===== config.mk =====
export PLATFORM = sky130hd
export DESIGN_NAME = sync_fifo_prog
export DESIGN_NICKNAME = d
export VERILOG_FILES = /design/src/rtl/sync_fifo_prog.sv
export SDC_FILE = /design/constraint.sdc
export NUM_CORES = 1
export LEC_CHECK = 0
export BUFFER_PORTS_ARGS = -buffer_cell sky130_fd_sc_hd__buf_2
export CAP_MARGIN = 20
export CORE_MARGIN = 1
export CORE_UTILIZATION = 50
export CTS_CLUSTER_DIAMETER = 60
export DETAILED_ROUTE_END_ITERATION = 10
export GPL_ROUTABILITY_DRIVEN = 0
export PLACE_DENSITY_LB_ADDON = 0.05
export SYNTH_ARGS = -nofsm -noshare
export SYNTH_HDL_FRONTEND = slang
export SYNTH_SLANG_ARGS = --single-unit

===== constraint.sdc =====
create_clock -name clk -period 3.7 [get_ports clk]
set_clock_uncertainty 0.05 [all_clocks]
set_input_delay 0.37 -clock clk [delete_from_list [all_inputs] [get_ports clk]]
set_output_delay 0.37 -clock clk [all_outputs]
set_load 0.1 [all_outputs]

===== src/rtl/sync_fifo_prog.sv =====
// Synchronous FIFO with a registered read port and programmable almost-full/almost-empty levels.
// Optional sticky overflow/underflow flags are built when SYNC_FIFO_PROG_ERR_FLAGS_EN is defined.
module sync_fifo_prog #(
    parameter int DATA_WIDTH = 8,
    parameter int DEPTH      = 8,
    parameter int AF_LEVEL   = DEPTH - 2,
    parameter int AE_LEVEL   = 2
) (
    input  logic                    clk,
    input  logic                    rst_n,
    input  logic                    w_en,
    input  logic                    r_en,
    input  logic [DATA_WIDTH-1:0]   data_in,
    output logic [DATA_WIDTH-1:0]   data_out,
    output logic                    full,
    output logic                    empty,
    output logic                    almost_full,
    output logic                    almost_empty,
    output logic [$clog2(DEPTH):0]  count
`ifdef SYNC_FIFO_PROG_ERR_FLAGS_EN
    ,
    output logic                    overflow,
    output logic                    underflow
`endif
);

    localparam int AW = $clog2(DEPTH);
    localparam int CW = AW + 1;

    logic [DATA_WIDTH-1:0] mem [DEPTH];
    logic [AW-1:0]         wr_ptr;
    logic [AW-1:0]         rd_ptr;
    logic                  wr_accept;
    logic                  rd_accept;

    // Handshake: a read is taken whenever r_en=1 and the FIFO holds data; a write is
    // taken whenever w_en=1 and there is room, where a same-cycle read counts as room.
    // Requests that are not taken have no effect on data, pointers or count.
    assign rd_accept = r_en && !empty;
    assign wr_accept = w_en && (!full || rd_accept);

    assign full         = (count == CW'(DEPTH));
    assign empty        = (count == '0);
    assign almost_full  = (count >= CW'(AF_LEVEL));
    assign almost_empty = (count <= CW'(AE_LEVEL));

    // Storage is never reset; the pointers and count alone define which entries are live.
    always_ff @(posedge clk) begin
        if (wr_accept) begin
            mem[wr_ptr] <= data_in;
        end
    end

    always_ff @(posedge clk or negedge rst_n) begin
        if (!rst_n) begin
            wr_ptr   <= '0;
            rd_ptr   <= '0;
            count    <= '0;
            data_out <= '0;
        end else begin
            if (wr_accept) begin
                wr_ptr <= wr_ptr + AW'(1);
            end
            if (rd_accept) begin
                rd_ptr   <= rd_ptr + AW'(1);
                data_out <= mem[rd_ptr];
            end
            case ({wr_accept, rd_accept})
                2'b10:   count <= count + CW'(1);
                2'b01:   count <= count - CW'(1);
                default: count <= count;
            endcase
        end
    end

`ifdef SYNC_FIFO_PROG_ERR_FLAGS_EN
    // A read against an empty FIFO paired with a write is not an error: the write lands.
    always_ff @(posedge clk or negedge rst_n) begin
        if (!rst_n) begin
            overflow  <= 1'b0;
            underflow <= 1'b0;
        end else begin
            if (w_en && !wr_accept) begin
                overflow <= 1'b1;
            end
            if (r_en && empty && !w_en) begin
                underflow <= 1'b1;
            end
        end
    end
`endif

endmodule

==> results by stage, run 1 <==
Yosys:
- The number of standard cells after synthesis is 221.
- After synthesis, the netlist uses 40 different library cells.
- The parity-gate share of the synthesized area counting xor and xnor cells is 1.77%.
- Of all flip-flops after synthesis, the portion carrying an async set or reset was 22.0%.
- The number of nets in the synthesized netlist is 238.
- In this run, synthesis inferred 64 flip-flops with an integrated enable.
- The share of the Yosys chip area taken by registers is 68.5%.
- Of all cell types, the one taking the most synthesized area is sky130_fd_sc_hd__edfxtp_1.
- In this run the mean area of a mapped cell was 15.7 um2.
- The synthesized flop and latch total is 82.
- Yosys attributes the largest share of cell area to sky130_fd_sc_hd__edfxtp_1 56%, sky130_fd_sc_hd__dfrtp_1 13%, sky130_fd_sc_hd__mux2_2 5.2%.
- The multiplexer share of the synthesized area is 10.6%.
- Summed over its instances, the top area cell type makes up 55.5% of the synthesized netlist area.
- The synthesized netlist devotes 8.89% of its cell area to compound gates.
- The mapped netlist covers 0.00346 mm2.
- After synthesis, the largest family of logic cells by area is multiplexers.
- The adder-cell share of the synthesized area is 2.02%.
- Yosys printed 0 warnings.
- The most used flip-flop cell after synthesis is sky130_fd_sc_hd__edfxtp_1.
- The simple-gate share of the synthesized area is 5.64%.

Die:
- The boundary pin count is 28.
- Measured along the y axis, the die boundary spans 85.2 um.
- The area of the core is 0.00653 mm2.
- The floorplan die area is 0.00726 mm2.
- The number of core rows is 29.
- The floorplan step set the die width to 85.2 um.
- The starting density of the core is 53.0%.

Clock tree:
- CTS built an H-tree with a depth of 3.
- TritonCTS built the clock tree.
- After clock tree synthesis, the clock-pin slew on the worst setup and hold paths is 0.09 ns.
- The total number of clock tree sinks is 82.
- At the later pin of the worst-skew pair, clock insertion delay measures 0.35 ns.
- The clock root buffer master is sky130_fd_sc_hd__clkbuf_8.
- The largest buffer count on any clock path is 2.
- Counting the buffers created by CTS gives 9.
- The number of hold buffers added after CTS was 1.
- The post-CTS setup repair buffer count is 0.
- The number of instances resized during post-cts repair is 0.

STA:
- The worst path meets setup with 1.10 ns of slack.
- The minimum period implied by the final worst setup slack is 2.60 ns.
- At the pin with the least slew margin, the transition time is 0.915 ns.
- Of the available clock period, the critical path in the final layout requires 70.3%.
- The number of hold-slack violations in the final timing report is 0.
- The post-route setup TNS is 0 ns.
- Setup repair after global routing left no endpoint under its margin.
- The maximum clock rate is 384 MHz.
- The number of max-slew violations in the final report is 0.
- Measured against its own limit, the worst slew margin works out to 38.9%.
- Setup violations remaining at the end of the flow were counted as 0.

Finish:
- For this run, the post-layout net count is 275.
- The leading cell type in the layout, fill and taps excluded is sky130_fd_sc_hd__edfxtp_1.
- The share of final-layout standard cells stronger than drive strength 1 is 29.3%.
- The number of antenna diodes in the final layout is 0.
- The area added between synthesis and finish is 12.5%.
- The area of all placed cells without fillers is 0.00389 mm2.
- In the layout the commonest cells are 64 x sky130_fd_sc_hd__edfxtp_1, 27 x sky130_fd_sc_hd__buf_2, 22 x sky130_fd_sc_hd__nand2_1.
- Once layout is complete, the utilization of the core stands at 59.6%.

Worst setup path:
- The classification of the worst setup path is reg2reg.
- The required time reported for the critical path endpoint is 3.89 ns.
- STA classifies the critical path startpoint as a flip-flop.
- The arrival time of data at the critical path endpoint is 2.79 ns.
- Of all nets on the critical path, the largest fanout is 9.
- STA classifies the critical path endpoint as a flip-flop.
- The setup check on the worst reg-to-reg path leaves a slack of 1.10 ns.

Global routing:
- The overflow left after global routing is 0.
- For this run, the total global-route usage over all layers was measured as 19.2%.
- The number of antenna violations at the first check in global routing was 0.
- The wire length of the first global-routing pass is 9850 um.
- The via count of the first global-routing pass came to 1840.
- The pin count of the biggest net entering global routing is 35.

Flow run:
- The tool flagged a number of max-cap violations equal to 0.

Worst hold path:
- The class of the tightest hold or removal check is in2reg.

Route:
- The average vias per placed instance is 5.61.
- The detailed router placed 1906 vias in this run.
- After the first detailed-routing iteration, the DRC count stood at 141.
- Summed over all layers, the routed wires come to 6230 um.
- The remaining design rule violation count is 0.
- The count of nets left with antenna violations once routing finished came out at 0.
- The post-detailed-route wirelength per cell is 18.3 um.
- The first-pass iteration count of the detailed router is 4.

Placed design:
- The placed wire-length estimate is 4140 um.
- The post-place setup slack is 1.09 ns.
- The total cell area at the placement stage is 0.00371 mm2.
- Port buffering added 27 buffers.

Outcome:
- The flow ran to the end, and the final reports show no timing, DRC or antenna violations.
-- Yosys cell counts, drive strengths merged, types with 3 or more instances --
cell and instances:
inv 5, mux2 17, a21oi 3, edfxtp 64, a221o 8, ha 4, o21ai 9, nand2 22
nor2 5, mux2i 17, dfrtp 18, o22ai 8, xnor2 6, nor3 3, buf 9
-- through the flow --
step                      cells  hold WS, ns
after global routing        340        0.234
after global placement      323        0.277
after detailed placement    323        0.283
after CTS                   340        0.229
final                       340        0.235
after floorplan             221       0.0244
-- layout make-up --
class	instances	area [um2]
clock inverter	7	52.6
multi-input combinational	123	1020
inverter	5	18.8
timing repair buffer	37	213
clock buffer	9	124
tap	77	96.3
sequential	82	2370
fill	513	2640
-- routing by layer --
metal  GRT usage (%)  part of all wire (%)  vias to the layer above
li1                -                     -                      920
met1            25.8                    49                      929
met4            9.86                   2.9                        0
met5               0                     0                        -
met3            3.50                   2.6                       15
met2            30.1                    46                       42
-- critical path, stage by stage, from the launching register on --
cell and delay [ns]:
sky130_fd_sc_hd__dfrtp_1 0.51, sky130_fd_sc_hd__o41a_1 0.52, sky130_fd_sc_hd__nand2b_1 0.13, sky130_fd_sc_hd__inv_1 0.07, sky130_fd_sc_hd__ha_1 0.29, sky130_fd_sc_hd__a21o_1 0.19
sky130_fd_sc_hd__a2111oi_1 0.48, sky130_fd_sc_hd__a21oi_1 0.08, sky130_fd_sc_hd__o21a_1 0.19
-- cells by family after synthesis --
| logic type | after synthesis |
|---|---|
| AOI/OAI and AO/OA | 37 |
| xor gates and xnor gates | 7 |
| adders and majority gates | 5 |
| buffers and inverters | 16 |
| DFF | 82 |
| muxes | 34 |
| and+or+nand+nor | 40 |
-- sequential cells by signal (all words and copies together), names as in the netlist --
signal,cells
count,4
mem,64
rd_ptr,3
data_out,8
wr_ptr,3
-- final timing paths --
check                                        startpoint                 endpoint  cells past startpoint
worst max-delay path               count[0]$_DFFE_PN0P_     count[3]$_DFFE_PN0P_                      8
worst min-delay path                         data_in[6]      mem[2][6]$_DFFE_PP_                      1
worst max register to register     count[0]$_DFFE_PN0P_     count[3]$_DFFE_PN0P_                      8
worst min register to register  data_out[2]$_DFFE_PN0N_  data_out[2]$_DFFE_PN0N_                      2
max in group asynchronous                         rst_n     count[2]$_DFFE_PN0P_                      2
min in group asynchronous                         rst_n    wr_ptr[1]$_DFFE_PN0P_                      2
Power of run 1 is not shown: default switching activity piles up to over one toggle a cycle in this logic, so the estimate is an artifact.
==> inputs of run 2 (changes only) <==
==> constraint.sdc (replaced) <==
create_clock -name clk -period 2.52 [get_ports clk]
set_clock_uncertainty 0.05 [all_clocks]
set_input_delay 0.252 -clock clk [delete_from_list [all_inputs] [get_ports clk]]
set_output_delay 0.252 -clock clk [all_outputs]
set_load 0.1 [all_outputs]
==> results by stage, run 2 (same netlist as run 1, synthesis figures left out) <==
Die:
- The total area inside the core boundary comes to 0.00653 mm2.
- The number of core rows is 29.
- The boundary pin count is 28.
- The starting density of the core is 53.0%.
- The floorplan die area is 0.00726 mm2.
- The die boundary height is 85.2 um.
- The horizontal die dimension is 85.2 um.

STA:
- The period utilization is 93.5%.
- Timing would allow up to 425 MHz.
- The post-route setup TNS is 0 ns.
- The number of hold-slack violations in the final timing report is 0.
- The number of max-slew violations in the final report is 0.
- The final count of negative-setup-slack endpoints is 0.
- The worst path in the final design needs a cycle of 2.36 ns, including I/O delays and setup.
- The max-slew headroom at the worst pin is 35.9%.
- Setup repair after global routing left no endpoint under its margin.
- The worst-margin pin slew is 0.959 ns.

Worst setup path:
- STA classifies the critical path endpoint as a flip-flop.
- The signal on the critical path passes through o41a_1 -> nand2b_1 -> inv_1 -> ha_1 -> a21o_1 -> a2111oi_4 -> a21oi_1 -> o21a_1.
- The launching element type of the critical path is a flip-flop.
- The arrival time of data at the critical path endpoint is 2.55 ns.
- The master of the slowest instance on the critical path is sky130_fd_sc_hd__dfrtp_4.
- In this run the worst path has a maximum fanout of 9.
- The critical path in this run is classified as reg2reg.
- The required time reported for the critical path endpoint is 2.72 ns.
- The peak per-stage delay on the critical path is 0.54 ns.

Clock tree:
- The clock reaches the later pin of the worst-skew pair after 0.35 ns.
- CTS built an H-tree with a depth of 3.
- The number of instances resized during post-cts repair is 0.
- Counting along the longest clock path gives a buffer depth of 2.
- Clock tree synthesis selected as its root buffer the cell sky130_fd_sc_hd__clkbuf_8.
- Clock-pin slew was measured on the worst setup and hold paths at 0.09 ns.
- The clock tree from TritonCTS is built.
- The number of buffers created by CTS is 9.
- The total number of clock tree sinks is 82.

Placed design:
- The total cell area at the placement stage is 0.00375 mm2.
- The count of buffers from port buffering is 27.
- The number of placed instances, taps included, is 325.
- Detailed placement finished with a half-perimeter wire length of 4400 um.

Global routing:
- The number of antenna violations at the first check in global routing is 0.
- The wire length of the first global-routing pass is 10100 um.
- The via count of the first global-routing pass is 1907.
- The pin count of the biggest net entering global routing is 28.
- The overflow left after global routing is 0.
- For this run, the total global-route usage over all layers was measured as 19.4%.

Worst hold path:
- The class of the tightest hold or removal check is in2reg.

Route:
- The via count of the routed design is 1915.
- The average vias per placed instance is 5.53.
- Once detail routing completed, the nets flagged for antenna violations numbered 0.
- The number of DRC markers in iteration 0 is 94.
- After detailed routing, the number of remaining DRC violations is 0.
- The first-pass iteration count of the detailed router is 4.
- After detailed routing, the average wire length per cell comes to 18.2 um.
- The routed design has 6310 um of wire.

Finish:
- The number of flip-flops under the largest register name is 64.
- The library cell used most frequently in the layout, excluding fill and tap cells, is sky130_fd_sc_hd__edfxtp_1.
- The share of final-layout standard cells stronger than drive strength 1 is 32.7%.
- The number of antenna diodes in the final layout is 0.
- The final instance count without filler cells is 346.
- The post-layout net count is 281.
- The area of all placed cells without fillers is 0.00401 mm2.
- The largest registers in the layout are mem x64, data_out x8, count x4.
- From synthesis to final layout, the design area changed by 15.8%.
- The register bank with the most flops is mem.
- The library cells used most frequently in the layout, excluding fill and tap cells, are 64 x sky130_fd_sc_hd__edfxtp_1, 27 x sky130_fd_sc_hd__buf_2, 22 x sky130_fd_sc_hd__nand2_1.

Flow run:
- Across the run, the number of max-cap violations was 0.

Outcome:
- The run finished with clean final reports.
==> run 2: cell types whose count changed in the layout (fill, tap and decap cells not counted), moves of 2 or more <==
cell	before	now
sky130_fd_sc_hd__bufinv_16	0	2
sky130_fd_sc_hd__dfrtp_4	0	2
sky130_fd_sc_hd__clkinv_4	2	0
sky130_fd_sc_hd__dfrtp_1	18	14
sky130_fd_sc_hd__buf_4	9	15
sky130_fd_sc_hd__dfrtp_2	0	2
==> run 2: worst paths after layout <==
| check | from | end | slack [ns] | cells past startpoint |
|---|---|---|---|---|
| max in group asynchronous | rst_n | count[0]$_DFFE_PN0P_ | 1.80 | 2 |
| hold reg to reg | data_out[1]$_DFFE_PN0N_ | data_out[1]$_DFFE_PN0N_ | 0.43 | 2 |
| setup / recovery | count[0]$_DFFE_PN0P_ | count[3]$_DFFE_PN0P_ | 0.16 | 8 |
| hold / removal | data_in[2] | mem[7][2]$_DFFE_PP_ | 0.13 | 1 |
| min in group asynchronous | rst_n | count[2]$_DFFE_PN0P_ | 0.30 | 2 |
| setup reg to reg | count[0]$_DFFE_PN0P_ | count[3]$_DFFE_PN0P_ | 0.16 | 8 |
==> run 2: final cells by class <==
| cell class | count | area [um2] |
|---|---|---|
| Inverter | 5 | 18.8 |
| Clock inverter | 7 | 98.8 |
| Multi-Input combinational cell | 123 | 1030 |
| Timing Repair Buffer | 43 | 258 |
| Sequential cell | 82 | 2380 |
| Tap cell | 77 | 96.3 |
| Fill cell | 515 | 2520 |
| Clock buffer | 9 | 124 |
==> run 2: routing by layer <==
layer  GRT usage, %  vias up  wire [um]
li1               -      928          -
met5              0        -          0
met2           29.8       47       2940
met4           7.70        0         86
met3           4.38       12        298
met1           27.2      928       2990
==> run 2: worst max-delay path, delay by kind of cell (launching register included) <==
kind / cells / cell delay, ns
AOI/OAI and AO/OA: 5 / 1.16
DFF: 1 / 0.54
adders and majority gates: 1 / 0.30
and+or+nand+nor: 1 / 0.12
buffers and inverters: 1 / 0.08
==> run 2: repair_timing <==
action                                  in CTS  in global routing
endpoints found under the setup margin       0                  1
buffers inserted                             0                  4
hold buffers                                 1                  0
hold endpoints to repair                    18                  0
==> run 2: through the flow <==
stage                     hold slack (ns)  setup WS, ns  utilization (%)
final                               0.127         0.164             61.4
after floorplan                   -0.0936       -0.0430                -
after detailed placement            0.159         0.120             57.4
after global placement              0.147         0.211             57.4
after CTS                           0.114         0.103             60.9
after global routing                0.125        0.0403             61.4
Power of run 2 is left out for the same reason.
